<file path="config.mk">
export PLATFORM = sky130hd
export DESIGN_NAME = seven_seg_scan_ctrl
export DESIGN_NICKNAME = d
export VERILOG_FILES = /design/src/rtl/seven_seg_scan_ctrl.sv
export SDC_FILE = /design/constraint.sdc
export NUM_CORES = 1
export LEC_CHECK = 0
export CORE_MARGIN = 5
export CORE_UTILIZATION = 40
export DETAILED_ROUTE_END_ITERATION = 6
export DONT_BUFFER_PORTS = 1
export SYNTH_ARGS = -nofsm -noshare
export SYNTH_HDL_FRONTEND = slang
export SYNTH_SLANG_ARGS = --single-unit
</file>
<file path="constraint.sdc">
create_clock -name clk -period 3.93 [get_ports clk]
set_clock_uncertainty 0.05 [all_clocks]
set_input_delay 0.5895 -clock clk [delete_from_list [all_inputs] [get_ports clk]]
set_output_delay 0.5895 -clock clk [all_outputs]
set_load 0.01 [all_outputs]
</file>
<file path="src/rtl/seven_seg_scan_ctrl.sv">
// Multiplexed seven-segment scan controller: one shared decoder, common-anode digit bus,
// double-buffered word with frame-aligned commit. Optional macro: LEADING_ZERO_BLANK_EN.
module seven_seg_scan_ctrl #(
  parameter int unsigned NUM_DIGITS   = 4,
  parameter int unsigned DWELL_CYCLES = 50000,
  parameter int unsigned BLANK_CYCLES = 500,
  parameter int unsigned CNT_W        = 16
) (
  input  logic                    clk,
  input  logic                    reset,
  input  logic                    load_valid,
  input  logic [4*NUM_DIGITS-1:0] load_data,
  output logic                    load_ready,
  output logic [3:0]              dec_val,
  output logic                    dec_blank,
  output logic [NUM_DIGITS-1:0]   an_n,
  output logic                    frame_tick
);

  localparam int unsigned IdxW  = $clog2(NUM_DIGITS);
  localparam int unsigned WordW = 4 * NUM_DIGITS;

  typedef enum logic [0:0] {StBlank, StDrive} state_e;

  state_e                  state_q, state_d;
  logic [IdxW-1:0]         idx_q, idx_d;
  logic [CNT_W-1:0]        cnt_q, cnt_d;
  logic [WordW-1:0]        active_q, active_d;
  logic [WordW-1:0]        pend_q, pend_d;
  logic                    pend_full_q, pend_full_d;
  logic                    frame_end, accept;
  logic                    tick_d, blank_d;
  logic [3:0]              val_d;
  logic [NUM_DIGITS-1:0]   an_n_d;
`ifdef LEADING_ZERO_BLANK_EN
  logic                    lz;
`endif

  always_comb begin
    state_d = state_q;
    idx_d   = idx_q;
    cnt_d   = cnt_q + CNT_W'(1);
    unique case (state_q)
      StBlank: begin
        if (cnt_q == CNT_W'(BLANK_CYCLES - 1)) begin
          state_d = StDrive;
          cnt_d   = '0;
        end
      end
      StDrive: begin
        if (cnt_q == CNT_W'(DWELL_CYCLES - 1)) begin
          state_d = StBlank;
          cnt_d   = '0;
          idx_d   = (idx_q == IdxW'(NUM_DIGITS - 1)) ? '0 : idx_q + IdxW'(1);
        end
      end
    endcase

    frame_end = (state_q == StDrive) && (idx_q == IdxW'(NUM_DIGITS - 1)) &&
                (cnt_q == CNT_W'(DWELL_CYCLES - 1));
    accept    = load_valid && load_ready;

    // Commit only at frame end so a frame never mixes two words.
    active_d    = active_q;
    pend_d      = pend_q;
    pend_full_d = pend_full_q;
    if (frame_end && pend_full_q) begin
      active_d    = pend_q;
      pend_full_d = 1'b0;
    end else if (accept && frame_end) begin
      active_d = load_data;
    end else if (accept) begin
      pend_d      = load_data;
      pend_full_d = 1'b1;
    end

    // Outputs are registered from the next state so they line up with state_q.
    an_n_d = '1;
    if (state_d == StDrive) an_n_d[idx_d] = 1'b0;
    val_d   = active_d[32'(idx_d) * 4 +: 4];
    blank_d = (state_d == StBlank);
`ifdef LEADING_ZERO_BLANK_EN
    lz = (idx_d != '0);
    for (int k = 0; k < int'(NUM_DIGITS); k++) begin
      if (k >= int'(idx_d) && active_d[4 * k +: 4] != 4'h0) lz = 1'b0;
    end
    if (lz) blank_d = 1'b1;
`endif
    tick_d = (state_d == StDrive) && (idx_d == IdxW'(NUM_DIGITS - 1)) &&
             (cnt_d == CNT_W'(DWELL_CYCLES - 1));
  end

  always_ff @(posedge clk) begin
    if (reset) begin
      state_q     <= StBlank;
      idx_q       <= '0;
      cnt_q       <= '0;
      active_q    <= '0;
      pend_q      <= '0;
      pend_full_q <= 1'b0;
      load_ready  <= 1'b1;
      an_n        <= '1;
      dec_val     <= '0;
      dec_blank   <= 1'b1;
      frame_tick  <= 1'b0;
    end else begin
      state_q     <= state_d;
      idx_q       <= idx_d;
      cnt_q       <= cnt_d;
      active_q    <= active_d;
      pend_q      <= pend_d;
      pend_full_q <= pend_full_d;
      load_ready  <= ~pend_full_d;
      an_n        <= an_n_d;
      dec_val     <= val_d;
      dec_blank   <= blank_d;
      frame_tick  <= tick_d;
    end
  end

endmodule

</file>
Yosys cells after proc, flatten, opt, wreduce, memory -nomap -nowiden
Cells that the tools add are included.
{"block": "classes", "n_addsub": 2, "order_cmp": 2, "eq_ne": 5, "n_shift": 1, "mux": 16, "bitwise_logic": 6, "reduce_logical": 10}
{"op": "16-bit 2-to-1 mux", "n": 4}
{"op": "16-bit == test (second input constant)", "n": 2}
{"op": "16-bit case mux with 2 select lines", "n": 1}
{"op": "16-bit by 1-bit adder with 16-bit output (second input constant)", "n": 1}
{"op": "16-bit by 9-bit == test with 1-bit output (second input constant)", "n": 1}
{"op": "16-bit by 5-bit variable part select with 4-bit output", "n": 1}
{"op": "1-bit logical AND", "n": 8}
{"op": "1-bit 2-to-1 mux", "n": 6}
{"op": "2-bit 2-to-1 mux", "n": 3}
{"op": "1-bit NOT", "n": 5}
{"op": "2-bit == test (second input constant)", "n": 2}
{"op": "4-bit NOT", "n": 1}
{"op": "2-bit by 3-bit less-than comparator with 1-bit output (second input constant)", "n": 1}
{"op": "3-bit AND reduction", "n": 1}
{"op": "2-bit by 1-bit adder with 2-bit output (second input constant)", "n": 1}
{"op": "1-bit demux with 2-bit select", "n": 1}
{"op": "2-bit by 1-bit >= comparator with 1-bit output (second input constant)", "n": 1}
{"op": "1-bit case mux with 2 select lines", "n": 1}
{"op": "2-bit OR reduction", "n": 1}
{"block": "totals", "ff_bits": 63, "input_bits": 19, "out_inout_bits": 11, "wordCells": 53}

Depth between registers and ports, before layout
Gate-level depths: netlist of the first run.
{"block": "depth", "ltp_word": 9, "mapped_depth": 9, "depth_no_buf": 8}

Worst setup path before layout of the first run
Ideal clock, no wire load.
{"block": "synth_path", "path_type": "register to register", "from": "register cnt_q[4]", "to": "register dec_val[3]", "setup_ps": 120, "t_arrival_ps": 2067, "required_time_ps": 3760, "slack_ps": 1694, "stages_incl_launch_ff": 9, "n_path_buf": 1, "period_less_slack_ps": 2236, "path_cell_list": "dfxtp_1 buf_2 nor3b_2 nand4_1 nor2_2 mux2i_1 nor3_1 nor2b_1 a211o_1"}
{"block": "synth_between", "elab_chain_len": 6, "elab_cells_between_ends": 9, "classes_between": "eq/ne: 1; shift: 1; mux: 4; reduce/logical: 3"}
{"item": "from (decl)", "line": "27", "text": "logic [CNT_W-1:0] cnt_q, cnt_d;"}
{"item": "from (signal assigned)", "line": "109", "text": "cnt_q <= cnt_d;"}
{"item": "16-bit == test *", "line": "51, 60"}
{"item": "1-bit logical AND", "line": "59", "text": "frame_end = (state_q == StDrive) && (idx_q == IdxW'(NUM_DIGITS - 1)) &&"}
{"item": "1-bit logical AND", "line": "70", "text": "end else if (accept && frame_end) begin"}
{"item": "16-bit 2-to-1 mux", "line": "70"}
{"item": "16-bit 2-to-1 mux", "line": "67", "text": "if (frame_end && pend_full_q) begin"}
{"item": "16-bit by 5-bit variable part select with 4-bit output *", "line": "80", "text": "val_d = active_d[32'(idx_d) * 4 +: 4];"}
{"item": "to (signal assigned)", "line": "115", "text": "dec_val <= val_d;"}
{"item": "to (decl)", "line": "14", "text": "output logic [3:0] dec_val,"}
Every way passes the cells marked *; elsewhere a longest branch is shown, timed or not.
A chain may end at the register's enable or synchronous reset.

Worst setup path after layout of the first run
{"block": "layout_path", "from": "register cnt_q[8]", "to": "register dec_val[3]"}
The elaborated chain is that of the path after synthesis.

==> impl_metrics.csv, run 1 <==
group,metric,value,unit
status,status,"complete, no violations",
routing,initialDrtViolationCount,204,
synthesis,synth_seq_cells,63,
clock_tree,post_cts_buffers,0,
critical_path,cpMaxStageDelayCell,"mux2i_1",
routing,drt_wl_total,6420,um
cells_and_area,num_antenna_cells,0,
timing,final.period_utilization,67.4,%
timing,worst_slew_pin_slew,0.793,ns
timing,worst_hold_slack,0.264,ns
flow_run,cap_violations,0,
synthesis,synthesis.nets,353,
floorplanning,coreArea,6760,um2
placed_design,gp_congestion,0.824,
grt,grt_max_degree,38,
synthesis,synth_seq_area_share,45.7,%
synthesis,synth_edf_count,0,
power,powerDensity,442,nW/um2
routing,viasPerCell,5.54,
clock_tree,clk_latency,0.34,ns
power,peakVddDrop,0.146,mV
critical_path,path_class,"flop to flop",
power,power_leakage,0.00105,uW
critical_path,critical_path_buf_inv_count,0,
timing,fin_tns_setup,0,ns
synthesis,synth_cell_types,45,
timing,slew_headroom,46.6,%
synthesis,async_reset_ff_share,0,%
critical_path,cp_top_family,"simple AND/OR/NAND/NOR gates",
placed_design,portBuffers,0,
cells_and_area,area_delta_synth_final,8.94,%
critical_path,cp-end-kind,"flop",
clock_tree,cts_buffer_depth,2,
synthesis,netlist_instances,332,
critical_path,cp-start-kind,"flop",
floorplanning,die_h,93.0,um
routing,vias,2277,
routing,wl_per_cell,15.6,um
critical_path,r2r_slack,1.28,ns
grt,grt_usage,15.7,%
clock_tree,ctsHoldBuffers,0,
grt,grt_pass1_wl,10700,um
floorplanning,start_util,40.8,%
timing,setup_viol,0,
timing,grt_setup_unrepaired,"false",
synthesis,synthesis.area,2760,um2
clock_tree,cts_max_level,3,
timing,period_minus_slack,2.65,ns
cells_and_area,utilization,44.5,%
critical_path,crit_chain,"and4b_1 > nand4_1 > nor2_2 > mux2i_1 > nor3_1 > nor2b_1 > a211o_1",
clock_tree,numCtsBuffers,9,
routing,route.antenna.remaining_nets,0,
floorplanning,dieArea,8650,um2
cells_and_area,nets,348,
clock_tree,cts-root-buf,"clkbuf_8",
cells_and_area,drive_above_1_share,7.25,%
synthesis,syn_avg_cell_area,8.31,um2
clock_tree,path_clk_slew,0.07,ns
clock_tree,cts_tree,"done",
grt,grt-ovfl-total,0,
timing,slew_violations,0,
grt,grt_pass1_vias,2104,
critical_path,cp.required,4.11,ns
synthesis,synth_ff_type,"dfxtp_1",
critical_path,cp.arrival,2.83,ns
routing,firstDrtPassIters,4,
routing,drcViolationCount,0,
floorplanning,num_rows,30,
placed_design,dp_hpwl,4480,um
power,total_power,1330,uW
synthesis,ys_warn_count,0,
grt,antenna_found_initial,0,
timing,hold_viol,0,
floorplanning,die_x,93.0,um
critical_path,cpPeakStageDelay,0.68,ns
floorplanning,pin_count,30,
timing,fmax,378,MHz
clock_tree,ctsResizeCount,0,
clock_tree,clock-sinks,63,
worst_hold_path,hold_class,"input port to flop",
cells_and_area,fill_cells,690,
critical_path,crit_fanout,7,
==> cell type report <==
type | count | area [um2] | area share [%]
clock buffer | 11 | 141 | 4.71
clock inverter | 4 | 70.1 | 2.33
inverter | 6 | 22.5 | 0.750
multi-input combinational | 244 | 1390 | 46.1
sequential | 63 | 1260 | 42.0
tap | 80 | 100 | 3.33
timing repair buffer | 3 | 22.5 | 0.750
==> flip-flops by register name (all words and copies together), names as in the netlist <==
name and flops:
an_n 4, state_q 1, active_q 16, load_ready 1, idx_q 2, pend_full_q 1, dec_val 4, cnt_q 16
pend_q 16, dec_blank 1, frame_tick 1
==> final timing paths <==
path	from	endpoint	cells after the start
setup / recovery	cnt_q[8]$_SDFF_PP0_	dec_val[3]$_SDFF_PP0_	7
hold / removal	reset	pend_q[11]$_SDFFE_PP0P_	1
setup reg to reg	cnt_q[8]$_SDFF_PP0_	dec_val[3]$_SDFF_PP0_	7
hold reg to reg	pend_q[12]$_SDFFE_PP0P_	pend_q[12]$_SDFFE_PP0P_	2
==> per-layer routing <==
layer / part of all wire (%) / global-route usage, % / up-vias
met3: 7.0 / 4.51 / 9
met4: 1.9 / 8.55 / 0
met1: 49 / 21.1 / 1042
li1: - / - / 1166
met5: 0 / 0 / -
met2: 42 / 22.6 / 60
==> Yosys cell counts, drive strengths merged, types with 2 or more instances <==
master | instances | share of area (%)
a21oi | 30 | 5.6
ha | 2 | 0.91
nor3b | 2 | 0.73
nand3 | 15 | 2.7
buf | 7 | 1.5
nor3 | 6 | 1.1
mux2 | 2 | 0.82
and2 | 5 | 1.1
mux2i | 5 | 1.8
nand2 | 54 | 7.4
nor4 | 7 | 2.1
a22oi | 4 | 1.1
a21o | 5 | 1.4
o22ai | 20 | 4.8
or4 | 5 | 1.4
nor2 | 40 | 5.5
a32oi | 2 | 0.64
xor2 | 9 | 2.9
clkbuf | 12 | 1.7
inv | 6 | 0.82
dfxtp | 63 | 46
nand4 | 10 | 2.3
xnor2 | 6 | 1.9
a211oi | 2 | 0.54
==> logic make-up (layout without fill, tap and decap cells) <==
logic type               after synthesis  in the layout  share of synthesized area [%]
flip-flops                            63             63                           45.7
multiplexers                           7              7                           2.63
adder cells (fa/ha/maj)                2              2                          0.907
buffers and inverters                 25             24                           3.99
AO/OA/AOI/OAI                         68             68                           15.3
AND/OR/NAND/NOR                      152            152                           26.6
XOR/XNOR                              15             15                           4.76
==> worst reg2reg max path, cell delays in order (launching register included) <==
cell and delay, ns:
dfxtp_1 0.46, and4b_1 0.26, nand4_1 0.20, nor2_2 0.32, mux2i_1 0.68, nor3_1 0.18, nor2b_1 0.18, a211o_1 0.21
==> report_power, final <==
group	internal, uW	leakage (uW)	switching [uW]
clock	369	0.000109	241
combinational	19.5	0.000431	35.1
sequential	653	0.000511	10.7
==> placed cells by master (no fill, tap or decap), drive strengths merged, types with 2 or more instances in the layout <==
| cell | instances |
|---|---|
| nor2 | 40 |
| nand2 | 54 |
| nor4 | 7 |
| bufinv | 2 |
| inv | 6 |
| xor2 | 9 |
| xnor2 | 6 |
| a21o | 5 |
| nand3 | 15 |
| o22ai | 20 |
| dfxtp | 63 |
| nor3 | 6 |
| nor3b | 2 |
| and2 | 5 |
| buf | 3 |
| or4 | 5 |
| clkinv | 2 |
| nand4 | 10 |
| mux2i | 5 |
| mux2 | 2 |
| a211oi | 2 |
| a32oi | 2 |
| ha | 2 |
| a22oi | 4 |
| clkbuf | 11 |
| a21oi | 30 |
==> per-stage QoR <==
step           worst slack, ns  cell area, um2  std cells
2_1_floorplan             1.69            2760        332
3_3_place_gp              1.37            2790        396
3_5_place_dp              1.32            2790        396
4_1_cts                   1.31            3000        411
5_1_grt                   1.07            3000        411
6_report                  1.28            3000        411
Note: power is estimated with default switching activity, not from simulation.
==> inputs of run 2 (changes only) <==
==> constraint.sdc (replaced) <==
create_clock -name clk -period 2.48 [get_ports clk]
set_clock_uncertainty 0.05 [all_clocks]
set_input_delay 0.372 -clock clk [delete_from_list [all_inputs] [get_ports clk]]
set_output_delay 0.372 -clock clk [all_outputs]
set_load 0.01 [all_outputs]
==> run 2 against run 1 <==
Fmax grew 14%. Cell count grew 5.1%. Die area is the same. Non-clock buffer count grew 21. Final area grew 5.7%. Sequential power grew 58%. Core utilization grew 2.5 points. Worst hold slack lost 0.22 ns. First-iteration DRC count shrank 39%. Via count grew 3.8%. Critical path type unchanged. Clock power grew 60%. Combinational power grew 68%.
==> impl_metrics.csv, run 2 (synthesis gave the netlist of run 1 again) <==
group,metric,value,unit
floorplanning,coreArea,6760,um2
power,powerDensity,668,nW/um2
placed_design,gp_congestion,0.824,
cells_and_area,final_cells,432,
critical_path,path_class,"flop to flop",
power,total_power,2120,uW
timing,hold_viol,0,
cells_and_area,fill_cells,649,
critical_path,cpMaxStageDelayCell,"or4_4",
status,status,"complete, no violations",
clock_tree,cts-root-buf,"clkbuf_8",
cells_and_area,top_regs,"active_q (16), cnt_q (16), pend_q (16)",
timing,worst_slack,0.165,ns
timing,period_minus_slack,2.32,ns
placed_design,pre_cts_slack,0.0517,ns
timing,setup_viol,0,
critical_path,cp.required,2.65,ns
routing,drcViolationCount,0,
routing,drt_wl_total,6700,um
critical_path,crit_fanout,9,
timing,final.period_utilization,93.3,%
timing,fin_tns_setup,0,ns
placed_design,dp_hpwl,4720,um
power,peakVddDrop,0.225,mV
critical_path,cp-end-kind,"flop",
clock_tree,numCtsBuffers,9,
clock_tree,cts_max_level,3,
grt,grt_usage,16.3,%
cells_and_area,fin_area,3170,um2
worst_hold_path,worstHoldStart,"reset",
critical_path,cpPeakStageDelay,0.62,ns
critical_path,cp.arrival,2.49,ns
routing,wl_per_cell,15.5,um
timing,slew_headroom,72.1,%
routing,firstDrtPassIters,4,
power,power_leakage,0.00116,uW
clock_tree,path_clk_slew,0.07,ns
floorplanning,dieArea,8650,um2
cells_and_area,final_common_cell,"dfxtp_1",
cells_and_area,drive_above_1_share,13.6,%
cells_and_area,area_delta_synth_final,15.1,%
clock_tree,ctsHoldBuffers,0,
critical_path,critPathLaunch,"cnt_q[6]$_SDFF_PP0_",
timing,worst_slew_pin_slew,0.418,ns
timing,slew_violations,0,
grt,grt-ovfl-total,0,
grt,grt_pass1_vias,2186,
clock_tree,cts_tree,"done",
critical_path,worstReg2RegStart,"cnt_q[6]$_SDFF_PP0_",
timing,grt_setup_unrepaired,"false",
clock_tree,ctsResizeCount,0,
clock_tree,clock-sinks,63,
cells_and_area,num_antenna_cells,0,
placed_design,portBuffers,0,
clock_tree,clk_latency,0.34,ns
critical_path,cp-start-kind,"flop",
worst_hold_path,hold_class,"input port to flop",
routing,viasPerCell,5.47,
placed_design,placedInstanceArea,2950,um2
clock_tree,post_cts_buffers,0,
grt,grt_max_degree,38,
floorplanning,start_util,40.8,%
flow_run,cap_violations,0,
routing,initialDrtViolationCount,124,
floorplanning,pin_count,30,
grt,grt_pass1_wl,11200,um
critical_path,crit_chain,"and4b_1 > nand4_1 > or4_4 > o22ai_2 > a21o_1 > nor4_1 > a211o_1",
placed_design,place_inst,417,
floorplanning,die_x,93.0,um
routing,route.antenna.remaining_nets,0,
floorplanning,num_rows,30,
grt,antenna_found_initial,0,
routing,vias,2363,
cells_and_area,nets,369,
clock_tree,cts_buffer_depth,2,
timing,fmax,432,MHz
floorplanning,die_h,93.0,um
cells_and_area,layout_common_cells,"dfxtp_1 (63), nand2_1 (54), nor2_1 (39)",
run 2: cell types whose count changed in the layout (fill, tap and decap cells not counted), sizes merged:
cell / previous run / this run
buf: 3 / 24
run 2: area by class of cell:
cell class | count | area, um2 | area share, %
clock inverter | 4 | 70.1 | 2.21
multi-input combinational | 244 | 1400 | 44.1
sequential | 63 | 1260 | 39.7
timing repair buffer | 24 | 180 | 5.68
inverter | 6 | 22.5 | 0.710
clock buffer | 11 | 141 | 4.45
tap | 80 | 100 | 3.15
run 2: path summary, 6_finish.rpt:
path                             end  slack [ns]  depth (start not counted)
min           pend_q[9]$_SDFFE_PP0P_        0.04                          1
min reg2reg  pend_q[12]$_SDFFE_PP0P_        0.40                          2
max reg2reg    dec_val[3]$_SDFF_PP0_        0.16                          7
max            dec_val[3]$_SDFF_PP0_        0.16                          7
run 2: critical path: cells and delay by family (launching register included):
family,cells,cell delay [ns]
flops,1,0.44
simple gates,4,1.15
compound gates,3,0.56
run 2: stage by stage:
stage | hold slack [ns] | utilization (%)
after floorplan | 0.386 | -
after global placement | 0.386 | 43.7
after detailed placement | 0.392 | 43.7
after CTS | 0.0386 | 46.8
after global routing | 0.0218 | 47.0
final | 0.0424 | 47.0
run 2: layer usage:
| layer | global-route usage [%] | up-vias | part of all wire [%] |
|---|---|---|---|
| met5 | 0 | - | 0 |
| met4 | 6.96 | 0 | 1.7 |
| met1 | 22.6 | 1106 | 50 |
| met2 | 23.7 | 47 | 42 |
| met3 | 4.51 | 9 | 5.5 |
| li1 | - | 1201 | - |
run 2: power by group:
group,leakage [uW],switching (uW),internal [uW]
registers,0.000511,17.5,1030
logic,0.000542,56.6,35.2
clock network,0.000109,391,585
